`config.mk`:
```
export PLATFORM = sky130hd
export DESIGN_NAME = detector_jogada
export DESIGN_NICKNAME = d
export VERILOG_FILES = /design/src/rtl/detector_jogada.sv
export SDC_FILE = /design/constraint.sdc
export NUM_CORES = 1
export LEC_CHECK = 0
export BUFFER_PORTS_ARGS = -buffer_cell sky130_fd_sc_hd__clkbuf_2
export CORE_ASPECT_RATIO = 1.1
export CORE_MARGIN = 3
export CORE_UTILIZATION = 30
export CTS_CLUSTER_SIZE = 28
export DETAILED_ROUTE_END_ITERATION = 12
export GPL_TIMING_DRIVEN = 0
export MAX_ROUTING_LAYER = met4
export SYNTH_ARGS = -nofsm -noshare
export SYNTH_HDL_FRONTEND = slang
export SYNTH_SLANG_ARGS = --single-unit
```
`constraint.sdc`:
```
create_clock -name clock -period 4.8 [get_ports clock]
set_input_delay 0.48 -clock clock [delete_from_list [all_inputs] [get_ports clock]]
set_output_delay 0.48 -clock clock [all_outputs]
set_load 0.005 [all_outputs]
```
`src/rtl/detector_jogada.sv`:
```
// detector_jogada: input conditioning for the game FSM.
// Synchronizes the four raw switches, debounces a press until it has been
// stable for DEBOUNCE_CYCLES cycles, and classifies it. A single one-hot
// press gives one jogada_valida pulse. A press of two or more switches gives
// one jogada_invalida pulse. The block then waits for a debounced release
// before it accepts another play.
module detector_jogada #(
  parameter int unsigned DEBOUNCE_CYCLES = 3  // legal range 2..255
) (
  input  logic       clock,
  input  logic       reset,            // synchronous, active-high
  input  logic       habilita,         // 1 = game FSM expects a play
  input  logic [3:0] chaves,           // raw asynchronous switches
  output logic       jogada_valida,    // 1-cycle pulse: one-hot press accepted
  output logic       jogada_invalida,  // 1-cycle pulse: multi-switch press
  output logic [3:0] jogada,           // code of the last accepted play
  output logic       ocupado,          // 1 whenever not idle
  output logic [2:0] db_estado         // state encoding for the debug display
);

  typedef enum logic [2:0] {
    ESPERA   = 3'd0,
    FILTRA   = 3'd1,
    EMITE    = 3'd2,
    INVALIDA = 3'd3,
    SOLTA    = 3'd4
  } estado_e;

  localparam logic [7:0] CONT_ULTIMO = 8'(DEBOUNCE_CYCLES - 1);

  logic [3:0] s1_q;
  logic [3:0] s2_q;
  logic [3:0] amostra_q;
  logic [7:0] cont_q;
  estado_e    estado_q;
  logic [3:0] jogada_q;
  logic       valida_q;
  logic       invalida_q;
  logic       ocupado_q;

  // True when exactly one bit of the sample is set.
  function automatic logic eh_one_hot(input logic [3:0] v);
    return (v != 4'b0000) && ((v & (v - 4'd1)) == 4'b0000);
  endfunction

  // Two-flop synchronizer on all switch bits; only s2_q is used downstream.
  always_ff @(posedge clock) begin
    // NOTE: every sequential assignment is non-blocking so that s2_q takes
    // the old s1_q. A blocking assignment here would collapse the two flops
    // into one.
    if (reset) begin
      s1_q <= 4'b0000;
      s2_q <= 4'b0000;
    end else begin
      s1_q <= chaves;
      s2_q <= s1_q;
    end
  end

  // Debounce/classify FSM. All outputs are registered and updated on the
  // same edge as the state transition that implies them.
  always_ff @(posedge clock) begin
    if (reset) begin
      estado_q   <= ESPERA;
      amostra_q  <= 4'b0000;
      cont_q     <= 8'd0;
      jogada_q   <= 4'b0000;
      valida_q   <= 1'b0;
      invalida_q <= 1'b0;
      ocupado_q  <= 1'b0;
    end else begin
      // Pulses default low; they are only raised on the edge entering
      // EMITE/INVALIDA. Those states always leave on the next edge, so each
      // pulse lasts exactly one cycle.
      valida_q   <= 1'b0;
      invalida_q <= 1'b0;
      case (estado_q)
        ESPERA: begin
          if (habilita && (s2_q != 4'b0000)) begin
            estado_q  <= FILTRA;
            ocupado_q <= 1'b1;
            amostra_q <= s2_q;
            cont_q    <= 8'd0;
          end
        end
        FILTRA: begin
          if (!habilita || (s2_q == 4'b0000)) begin
            estado_q  <= ESPERA;
            ocupado_q <= 1'b0;
          end else if (s2_q != amostra_q) begin
            // The pattern changed mid-filter, so restart on the new pattern.
            amostra_q <= s2_q;
            cont_q    <= 8'd0;
          end else if (cont_q == CONT_ULTIMO) begin
            if (eh_one_hot(amostra_q)) begin
              estado_q <= EMITE;
              jogada_q <= amostra_q;
              valida_q <= 1'b1;
            end else begin
              estado_q   <= INVALIDA;
              invalida_q <= 1'b1;
            end
          end else begin
            cont_q <= cont_q + 8'd1;
          end
        end
        EMITE, INVALIDA: begin
          estado_q <= SOLTA;
          cont_q   <= 8'd0;
        end
        SOLTA: begin
          // habilita is ignored here: a full release must be seen first.
          if (s2_q != 4'b0000) begin
            cont_q <= 8'd0;
          end else if (cont_q == CONT_ULTIMO) begin
            estado_q  <= ESPERA;
            ocupado_q <= 1'b0;
          end else begin
            cont_q <= cont_q + 8'd1;
          end
        end
        default: begin
          estado_q  <= ESPERA;
          ocupado_q <= 1'b0;
        end
      endcase
    end
  end

  assign jogada_valida   = valida_q;
  assign jogada_invalida = invalida_q;
  assign jogada          = jogada_q;
  assign ocupado         = ocupado_q;
  assign db_estado       = estado_q;

endmodule
```
; ---- Word level (Yosys, flattened, before mapping)
; Index checks and enable logic that the tools add are counted.
; Widths: inputs -> output; s select.
[classes]
add_sub_neg = 2
eq_ne = 14
mux = 25
bitwise_logic = 6
n_reduce_logical = 18
[ops]
columns = cell, n
row1 = $mux 8, 5
row2 = $pmux 8 s4, 1
row3 = $mux 3, 6
row4 = $reduce_and 5->1, 3
row5 = $mux 4, 3
row6 = $ne 2x2->1 const B, 6
row7 = $pmux 3 s4, 1
row8 = $reduce_bool 4->1, 3
row9 = $add 8x1->8 const B, 1
row10 = $eq 8x2->1 const B, 1
row11 = $logic_not 4->1, 2
row12 = $pmux 4 s2, 1
row13 = $mux 1, 7
row14 = $eq 3x2->1 const B, 2
row15 = $ne 3x3->1 const B, 2
row16 = $not 1->1, 5
row17 = $reduce_or 5->1, 1
row18 = $and 4x4->4, 1
row19 = $ne 4x4->1, 1
row20 = $pmux 1 s4, 1
row21 = $reduce_and 4->1, 1
row22 = $sub 4x1->4 const B, 1
row23 = $eq 3x1->1 const B, 1
row24 = $eq 3x3->1 const B, 1
row25 = 7 further kinds, 8
[totals]
regBits = 30
word_cells = 74

; ---- Depth between registers and ports, before layout
; Gate-level depths: netlist of run 1.
[logic_depth]
ltp_word = 9
ltp_mapped = 7
mapped_depth_nobuf = 7

; ---- Worst setup path before layout of run 1
; Ideal clock, no wire load.
[synth_path]
kind = register -> register
start = register estado_q[0] (netlist: db_estado[0])
end = register jogada_q[0] (netlist: jogada[0])
setup_time_ns = 0.128
t_arrival_ns = 1.797
required_ns = 4.672
setup_slack_ns = 2.875
stages_incl_launch_ff = 6
n_path_buf = 0
period_less_slack_ns = 1.925
path_cell_list = dfxtp_1 > or3b_1 > or2_4 > a2111oi_4 > mux2i_1 > nor2_1
[synth_via]
elab_chain_cells = 2
[synth_lines]
columns = item, line
row1 = "start, declared", 35  ; estado_e estado_q;
row2 = "start signal, assigned", 64  ; estado_q <= ESPERA;
row3 = "start signal, assigned", 80  ; estado_q <= FILTRA;
row4 = "start signal, assigned", 88  ; estado_q <= ESPERA;
row5 = $eq 3x1->1, 77  ; case (estado_q)
row6 = $reduce_and 5->1 (no line), -
row7 = "end signal, assigned", 97  ; jogada_q <= amostra_q;
row8 = "end, declared", 36  ; logic [3:0] jogada_q;
; Every way passes these cells.
; A chain may end at the register's enable or synchronous reset.

; ---- Worst setup path after layout of run 1
; Same ends and word-level chain as after synthesis.

==> metrics.md, run 1 <==
| Metric | Value |
|---|---|
| R2R setup slack | `roughly 2700 ps` |
| Reg2reg start | `db_estado[0]` |
| Met2 Use GR | `between 10% and 20%` |
| Clk_lat worst skew | `between 200 and 300 ps` |
| Routability congestion estimate from global placement | `0.745` |
| DIE WIDTH | `roughly 71 um` |
| Ys flop type | `dfxtp_1` |
| Mapped cell area | `~1400 um^2` |
| CP Launch Type | `register` |
| Worst Setup End Kind | `register` |
| Unrepaired setup endpoints after global routing | `no` |
| Final worst path period share | `43.7%` |
| Synthesized instance count | `about 140` |
| Syn_area_per_cell | `~9.8 um^2` |
| Worst R2R End | `jogada[0]` |
| WP data required | `~5000 ps` |
| Hold Buf Count CTS | `0` |
| CTS Buffer Depth | `2` |
| CTS sink count | `30` |
| Worst-case reg-to-reg path depth | `5` |
| Syn_nets | `150` |
| Max_cap viols | `0` |
| DRC | `0` |
| Global-route wire length before repair | `~4700 um` |
| Final #Nets | `between 150 and 200` |
| Seq cells post-synth | `30` |
| Antenna viol nets, final | `0` |
| Worst min path class | `input pin to register` |
| Total Power | `0.559 mW` |
| Post-CTS resize count | `0` |
| Max Slew Vio Count | `0` |
| Final setup vio count | `0` |
| Tightest Pin Transition | `507 ps` |
| Vias per inst | `between 4 and 5` |
| Share of cells above drive strength 1 | `19.0%` |
| Chip Height | `about 77 um` |
| Ys async rst share | `0%` |
| Critical path class | `register to register` |
| Leak | `approximately 0.59 nW` |
| Grt ovf | `0` |
| Core area | `approximately 4300 um^2` |
| Max Clock Freq | `0.476 GHz` |
| PortBufs | `15` |
| Buf+Inv Stages, Crit Path | `0` |
| Starting Density | `31.6%` |
| Hold depth | `2` |
| Number of flops mapped to enable cells by yosys | `0` |
| N_diodes | `0` |
| HPWL after DPL | `between 1500 and 2000 um` |
| Yosys warnings | `0` |
| Worst path top cell family by delay | `simple AND/OR/NAND/NOR gates` |
| Largest net degree at the start of global routing | `11` |
| WHS Endpoint | `s1_q[3]` |
| Post-CTS Repair Setup Buffers | `0` |
| Crit path largest cell delay | `530 ps` |
| Clock slew at reported path FFs | `roughly 60 ps` |
| Min Tclk post-route | `between 2000 and 2500 ps` |
| Slew margin rel. | `approximately two thirds` |
| Critical path fanouts, max | `5` |
| # rows | `25` |
| Synth-to-layout area growth | `18.6%` |
| CP Cell Sequence | `or3b_1 > or2_4 > a2111oi_4 > mux2i_1 > nor2_1` |
| VDD IR max | `171 uV` |
| Total Routed Length | `between 2000 and 3000 um` |
| Worst Clk Skew | `2.76 ps` |
| Worst path slowest cell | `a2111oi_4` |
| Area occupied by multi-input gates | `743 um^2` |
| GRT Total Usage | `roughly 11%` |
| WL per Instance | `~12 um` |
| Met1 Track Usage GR | `11.7%` |
| Initial antenna violation count | `0` |
| Sequential cell area | `between 600 and 700 um^2` |
| Top Usage Layer GRT | `met2` |
| Post-synth cell types | `40` |
| TritonCTS buffer count | `5` |
| Fillers | `445` |
| Fin Setup TNS | `0 ps` |
| Fin. Hold Viols | `0` |
| Root buffer cell | `clkbuf_8` |
| Htree depth | `2` |
| Worst endpoint data arrival time | `around 2300 ps` |
| Die footprint | `5430 um^2` |
| Synth area leaders | `dfxtp_1, mux2i_1, nor2_1, nor2b_1, a2111oi_4` |
| Post-synthesis sequential area ratio | `between 40 and 50%` |
| 1st-iter DRT viols | `26` |
| Io pins | `17` |
| Drt pass-1 iters | `4` |
| Pwr/cell area | `around 340 nW/um^2` |
| Hold path startpoint | `chaves[3]` |
| Cell taking the most area after synthesis | `dfxtp_1` |
| Status | `completed` |
| Vias in the first global route | `around 1100` |
| CTS tree | `yes` |
| Detailed-route via count | `around 1100` |
| Met3 usage | `3.80%` |
| Share of the synthesized area in the top cell type | `43.7%` |
## cell families after synthesis
logic type | share of synthesized area, %
AO/OA/AOI/OAI | 14.1
XOR/XNOR | 6.37
adder cells (fa/ha/maj) | 1.82
buffers and inverters | 2.27
flip-flops | 43.7
multiplexers | 5.82
AND/OR/NAND/NOR | 25.9
## sequential cells by signal, summed over array words and instances (netlist names)
register / flops
s2_q: 4
amostra_q: 4
cont_q: 8
s1_q: 4
jogada_valida: 1
db_estado: 3
ocupado: 1
jogada: 4
jogada_invalida: 1
## placed cells by master, fill, tap and decap left out, types with 2 or more instances in the layout
master / count
a2111oi_4: 2
a21o_1: 2
a21oi_1: 4
clkbuf_1: 4
clkbuf_2: 15
clkbuf_8: 6
dfxtp_1: 30
ha_1: 2
inv_1: 3
mux2i_1: 8
nand2_1: 9
nand2b_1: 2
nand3_1: 3
nand4_1: 3
nor2_1: 17
nor2b_1: 9
nor3_1: 6
nor4_1: 3
o21ai_0: 2
or3_1: 2
xnor2_1: 6
xor2_1: 4
## worst reg2reg max path: stages, from the launching register on
cell       delay [ps]
dfxtp_1           440
or3b_1            430
or2_4             280
a2111oi_4         530
mux2i_1           240
nor2_1             50
## worst max-delay path by stage
stage | slack, ps | to | from | cells after the start
after floorplan | 2870 | jogada[0] | db_estado[0] | 5
final | 2700 | jogada[0] | db_estado[0] | 5
after detailed placement | 2690 | jogada[0] | db_estado[0] | 5
after global placement | 2710 | jogada[2] | db_estado[0] | 5
after global routing | 2550 | jogada[3] | db_estado[0] | 5
after CTS | 2680 | jogada[0] | db_estado[0] | 5
## metrics by stage
step | instances | hold slack [ps] | setup slack [ps] | utilization [%] | cell area [um^2]
2_1_floorplan | 141 | 414 | 2870 | - | 1380
3_3_place_gp | 210 | 420 | 2710 | 34.9 | 1520
3_5_place_dp | 210 | 420 | 2690 | 34.9 | 1520
4_1_cts | 217 | 398 | 2680 | 37.5 | 1630
5_1_grt | 217 | 414 | 2550 | 37.5 | 1630
6_report | 217 | 403 | 2700 | 37.5 | 1630
## cell type report
class,instances,area share (%)
buffer,5,1.23
clock buffer,6,5.07
clock inverter,1,1.84
inverter,3,0.691
multi-input combinational,103,45.6
sequential,30,36.8
tap,54,4.14
timing repair buffer,15,4.60
## synthesized netlist by cell type (all sizes together) (2+ instances only)
| library cell | number |
|---|---|
| nor2b | 9 |
| nor2 | 17 |
| a21oi | 4 |
| or2 | 2 |
| inv | 3 |
| a2111oi | 2 |
| nand2 | 9 |
| mux2i | 8 |
| nand3 | 3 |
| clkbuf | 4 |
| xor2 | 4 |
| xnor2 | 6 |
| or3 | 2 |
| nor4 | 3 |
| dfxtp | 30 |
| nor3 | 6 |
| or4 | 2 |
| nand2b | 2 |
| ha | 2 |
| nand4 | 3 |
| o21ai | 2 |
| a21o | 2 |
## power breakdown
group	leakage, nW	internal, mW	switching, mW	total [mW]
Combinational	0.293	0.0188	0.0228	0.0416
Clock	0.0573	0.166	0.0911	0.257
Sequential	0.244	0.255	0.00560	0.260
## metal layers
metal	up-vias	part of all wire, %
met4	0	3.2
met3	9	4.9
met2	20	46
met1	502	46
li1	541	-
met5	-	0
Power figures use the tool's default switching activity.
==> run 2: changes to the inputs <==
clock period = 1.7 ns   (was 4.8 ns; I/O delays follow)
==> metrics.md, run 2 (synthesis results as in run 1) <==
| Metric | Value |
|---|---|
| Met3 usage | `3.41% (-0.39 points)` |
| Final worst slack | `-165 ps (-2870 ps)` |
| Max_cap viols | `0 (unchanged)` |
| CP Launch Type | `register` |
| WL per Instance | `12.8 um (+5.6%)` |
| Status | `finished, violations left` |
| Global-route wire length before repair | `5110 um (+7.9%)` |
| Vias in the first global route | `1128 (+2.7%)` |
| Die footprint | `5430 um^2 (unchanged)` |
| Initial antenna violation count | `0 (unchanged)` |
| Met2 Use GR | `20.0% (+2.2 points)` |
| Worst path top cell family by delay | `buffers and inverters` |
| Worst Setup End Kind | `register` |
| DIE WIDTH | `70.6 um (unchanged)` |
| Max Slew Vio Count | `0 (unchanged)` |
| Critical path fanouts, max | `5 (unchanged)` |
| Final #Nets | `194 (+13%)` |
| Pwr/cell area | `768 nW/um^2 (+120%)` |
| Htree depth | `2 (unchanged)` |
| Drt pass-1 iters | `4 (unchanged)` |
| CP Cell Sequence | `inv_2 > ha_4 > nor4b_4 > nand2_2 > buf_6 > a2111oi_4 > buf_4 > mux2i_1 > nor2_1` |
| Crit path largest cell delay | `340 ps (-190 ps)` |
| WP data required | `1850 ps (-3100 ps)` |
| Leak | `0.724 nW (+22%)` |
| Slew margin rel. | `63.9% (-2.3 points)` |
| Post-route insts no fill | `240 (+11%)` |
| Worst slack, placed | `-265 ps (-2950 ps)` |
| CTS Buffer Depth | `2 (unchanged)` |
| Worst endpoint data arrival time | `2020 ps (-230 ps)` |
| Placed Cells | `210 (unchanged)` |
| VDD IR max | `462 uV (+170%)` |
| Starting Density | `31.6% (unchanged)` |
| Core area | `4350 um^2 (unchanged)` |
| Hold Buf Count CTS | `0 (unchanged)` |
| Clock slew at reported path FFs | `60 ps (about the same)` |
| 1st-iter DRT viols | `64 (+150%)` |
| Detailed-route via count | `1167 (+8.9%)` |
| Vias per inst | `4.86 (-1.6%)` |
| Number of flip-flops in the largest register | `8 (unchanged)` |
| Commonest non-fill, non-tap cell in the layout | `buf_4` |
| TritonCTS buffer count | `5 (unchanged)` |
| Final worst path period share | `110% (+66 points)` |
| Total Routed Length | `3070 um (+17%)` |
| GRT Total Usage | `12.1% (+0.94 points)` |
| Min Tclk post-route | `1870 ps (-233 ps)` |
| Io pins | `17 (unchanged)` |
| PortBufs | `15 (unchanged)` |
| DRC | `0 (unchanged)` |
| HPWL after DPL | `1830 um (-3.6%)` |
| Share of cells above drive strength 1 | `44.6% (+26 points)` |
| Worst Clk Skew | `4.56 ps (+1.80 ps)` |
| Worst min path class | `input pin to register` |
| Routability congestion estimate from global placement | `0.793 (+6.5%)` |
| Failing checks | `negative setup slack` |
| Antenna viol nets, final | `0 (unchanged)` |
| Fin. Hold Viols | `0 (unchanged)` |
| N_diodes | `0 (unchanged)` |
| Max Clock Freq | `0.536 GHz (+13%)` |
| Synth-to-layout area growth | `40.7%` |
| CTS tree | `yes` |
| Final setup vio count | `16 (+16)` |
| Largest net degree at the start of global routing | `11 (unchanged)` |
| Chip Height | `77.0 um (unchanged)` |
| Critical path class | `register to register` |
| Clk_lat worst skew | `280 ps (about the same)` |
| Met1 Track Usage GR | `13.2% (+1.4 points)` |
| Tightest Pin Transition | `541 ps (+34.0 ps)` |
| Most flops, register | `cont_q` |
| Root buffer cell | `clkbuf_8` |
| Grt ovf | `0 (unchanged)` |
| Commonest cells after routing, fill and taps aside | `buf_4, nor2_1, dfxtp_1` |
| Unrepaired setup endpoints after global routing | `yes` |
| Top Usage Layer GRT | `met2` |
| Buf+Inv Stages, Crit Path | `3 (+3)` |
| # rows | `25 (unchanged)` |
| CTS sink count | `30 (unchanged)` |
| Fin Setup TNS | `-1270 ps (-1270 ps)` |
| Total Power | `1.49 mW (+170%)` |
| Hold Slack | `95.6 ps (-308 ps)` |
| Worst path slowest cell | `dfxtp_4` |
run 2: cell types whose count changed in the layout (fill, tap and decap cells not counted), sizes merged:
cell and change:
buf +23, bufinv -1, clkinv +1
run 2: repair_timing:
item,CTS,global route
resized for setup,19,16
hold endpoints to repair,0,0
endpoints found under the setup margin,18,19
setup buffers,17,6
pin swaps,11,15
run 2: power breakdown:
group,internal (mW),leakage (nW),switching [mW]
registers,0.711,0.252,0.0141
clock network,0.326,0.0482,0.258
logic,0.0935,0.424,0.0837
run 2: final timing paths:
check | cells after the start | start | slack, ps | to
worst max-delay path | 9 | cont_q[0] | -170 | jogada[3]
worst min register to register | 1 | s1_q[2] | 430 | s2_q[2]
worst min-delay path | 2 | chaves[0] | 100 | s1_q[0]
worst max register to register | 9 | cont_q[0] | -170 | jogada[3]
run 2: routing by layer:
layer,vias to the layer above,wire length (um)
li1,592,-
met1,546,1360
met2,22,1510
met3,7,136
met4,0,67
met5,-,0
run 2: area by class of cell:
type                            count  area (um^2)
Inverter                            3         11.3
Timing Repair Buffer               38          268
Fill cell                         417         2410
Tap cell                           54         67.6
Buffer                              4         17.5
Clock buffer                        7         86.3
Multi-Input combinational cell    103          842
Sequential cell                    30          637
Clock inverter                      1         5.00
run 2: through the flow:
step	util [%]	cell area (um^2)
floorplan	-	1400
global placement	35.4	1540
detailed placement	35.4	1540
CTS	41.9	1820
global route	44.5	1930
finish	44.5	1930
==> run 3: changes to the inputs <==
BUFFER_PORTS_ARGS = -buffer_cell sky130_fd_sc_hd__buf_4   (was -buffer_cell sky130_fd_sc_hd__clkbuf_2)
SETUP_SLACK_MARGIN = 0.2   (was default)
==> metrics.md, run 3 (synthesis results as in run 1) <==
| Metric | Value |
|---|---|
| Vias in the first global route | `1246 (+10%)` |
| CTS tree | `yes` |
| Share of cells above drive strength 1 | `53.1% (+8.5 points)` |
| Placed Instance Area | `1620 um^2 (+5.0%)` |
| Commonest non-fill, non-tap cell in the layout | `buf_4` |
| Critical path fanouts, max | `5 (unchanged)` |
| Total Power | `1.56 mW (+5.3%)` |
| Worst Setup End Kind | `register` |
| Io pins | `17 (unchanged)` |
| Area occupied by multi-input gates | `911 um^2 (+8.2%)` |
| CP Launch Type | `register` |
| VDD IR max | `445 uV (-3.6%)` |
| Clock slew at reported path FFs | `70 ps (about the same)` |
| Global-route wire length before repair | `5590 um (+9.5%)` |
| Max Clock Freq | `0.518 GHz (-3.4%)` |
| TritonCTS buffer count | `5 (unchanged)` |
| # rows | `25 (unchanged)` |
| Failing checks | `negative setup slack` |
| Detailed-route via count | `1268 (+8.7%)` |
| Critical path class | `register to register` |
| Final #Nets | `202 (+4.1%)` |
| Max Slew Vio Count | `0 (unchanged)` |
| Status | `finished, violations left` |
| Pwr/cell area | `736 nW/um^2 (-4.2%)` |
| Final design utilization | `48.9% (+4.4 points)` |
| Worst slack, placed | `-305 ps (-40.0 ps)` |
| Fin Setup TNS | `-1210 ps (+58.9 ps)` |
| 1st-iter DRT viols | `39 (-39%)` |
| Final worst slack | `-232 ps (-66.6 ps)` |
| Post-route cell area | `2120 um^2 (+9.8%)` |
| Routability congestion estimate from global placement | `0.801 (+0.93%)` |
| DIE WIDTH | `70.6 um (unchanged)` |
| Root buffer cell | `clkbuf_8` |
| Core area | `4350 um^2 (unchanged)` |
| Vias per inst | `5.11 (+5.1%)` |
| Sequential cell area | `632 um^2 (-0.79%)` |
| Initial antenna violation count | `0 (unchanged)` |
| Hold Slack | `91.7 ps (-3.83 ps)` |
| Final setup vio count | `11 (-5)` |
| DRC | `0 (unchanged)` |
| Drt pass-1 iters | `4 (unchanged)` |
| CTS sink count | `30 (unchanged)` |
| Leak | `0.797 nW (+10%)` |
| Starting Density | `31.6% (unchanged)` |
| WL per Instance | `15.6 um (+22%)` |
| Largest net degree at the start of global routing | `11 (unchanged)` |
| Commonest cells after routing, fill and taps aside | `buf_4, dfxtp_1, nor2_1` |
| HPWL after DPL | `2080 um (+13%)` |
| Placed Cells | `210 (unchanged)` |
| Tightest Pin Transition | `577 ps (+36.2 ps)` |
| Fillers | `378 (-9.4%)` |
| Synth-to-layout area growth | `54.5%` |
| Most flops, register | `cont_q` |
| CTS Buffer Depth | `2 (unchanged)` |
| PortBufs | `15 (unchanged)` |
| Post-route insts no fill | `248 (+3.3%)` |
| Antenna viol nets, final | `0 (unchanged)` |
| Worst Clk Skew | `4.90 ps (+0.348 ps)` |
| Min Tclk post-route | `1930 ps (+66.6 ps)` |
| Clk_lat worst skew | `290 ps (about the same)` |
| Fin. Hold Viols | `0 (unchanged)` |
| Max_cap viols | `0 (unchanged)` |
| Worst min path class | `input pin to register` |
| N_diodes | `0 (unchanged)` |
| Total Routed Length | `3860 um (+26%)` |
| WP data required | `1860 ps (about the same)` |
| GRT Total Usage | `13.3% (+1.2 points)` |
| Final worst path period share | `114% (+3.9 points)` |
| Unrepaired setup endpoints after global routing | `yes` |
| Slew margin rel. | `61.5% (-2.4 points)` |
| Htree depth | `2 (unchanged)` |
| Number of flip-flops in the largest register | `8 (unchanged)` |
| Worst endpoint data arrival time | `2090 ps (+70 ps)` |
| Chip Height | `77.0 um (unchanged)` |
| Grt ovf | `0 (unchanged)` |
| Die footprint | `5430 um^2 (unchanged)` |
run 3: cell count changes in the layout (fill, tap and decap cells not counted), moves of 2 or more:
cell	previous run	this run
dfxtp_2	5	7
a21oi_2	0	2
xnor2_1	6	4
clkbuf_2	16	1
xnor2_2	0	2
a21oi_1	4	1
buf_4	20	35
dfxtp_4	8	6
buf_6	2	10
run 3: power breakdown:
| group | internal [mW] | total, mW | leakage (nW) | switching, mW |
|---|---|---|---|---|
| sequential | 0.714 | 0.728 | 0.252 | 0.0141 |
| combinational | 0.132 | 0.237 | 0.498 | 0.105 |
| clock | 0.325 | 0.599 | 0.0472 | 0.274 |
run 3: repair_timing:
action,in CTS,in global routing
pin swaps,17,17
cloned,0,0
setup buffers,21,9
resized for setup,21,23
endpoints found under the setup margin,20,22
hold buffers,0,0
run 3: layer usage:
layer | global-route usage [%] | vias up | part of all wire [%]
met4 | 7.52 | 0 | 3.0
met5 | - | - | 0
li1 | - | 602 | -
met1 | 14.0 | 611 | 38
met3 | 4.59 | 10 | 5.0
met2 | 21.7 | 45 | 54
run 3: final cells by class:
class / count / share of cell area [%]
clock buffer: 6 / 3.89
sequential: 30 / 29.7
inverter: 3 / 0.530
buffer: 5 / 1.53
timing repair buffer: 45 / 17.7
multi-input combinational: 103 / 42.9
tap: 54 / 3.18
clock inverter: 2 / 0.589
run 3: worst max-delay path, cell delays in order, from the launching register on:
cell	delay (ps)
dfxtp_4	340
or3b_4	390
or2_4	260
a2111oi_4	330
buf_4	210
mux2i_1	210
nor2_1	60
run 3: final timing paths:
check / startpoint / to / slack, ps / cells past startpoint
setup / recovery: db_estado[2] / jogada[2] / -230 / 6
hold / removal: chaves[0] / s1_q[0] / 90 / 2
setup reg to reg: db_estado[2] / jogada[2] / -230 / 6
hold reg to reg: s1_q[1] / s2_q[1] / 440 / 1
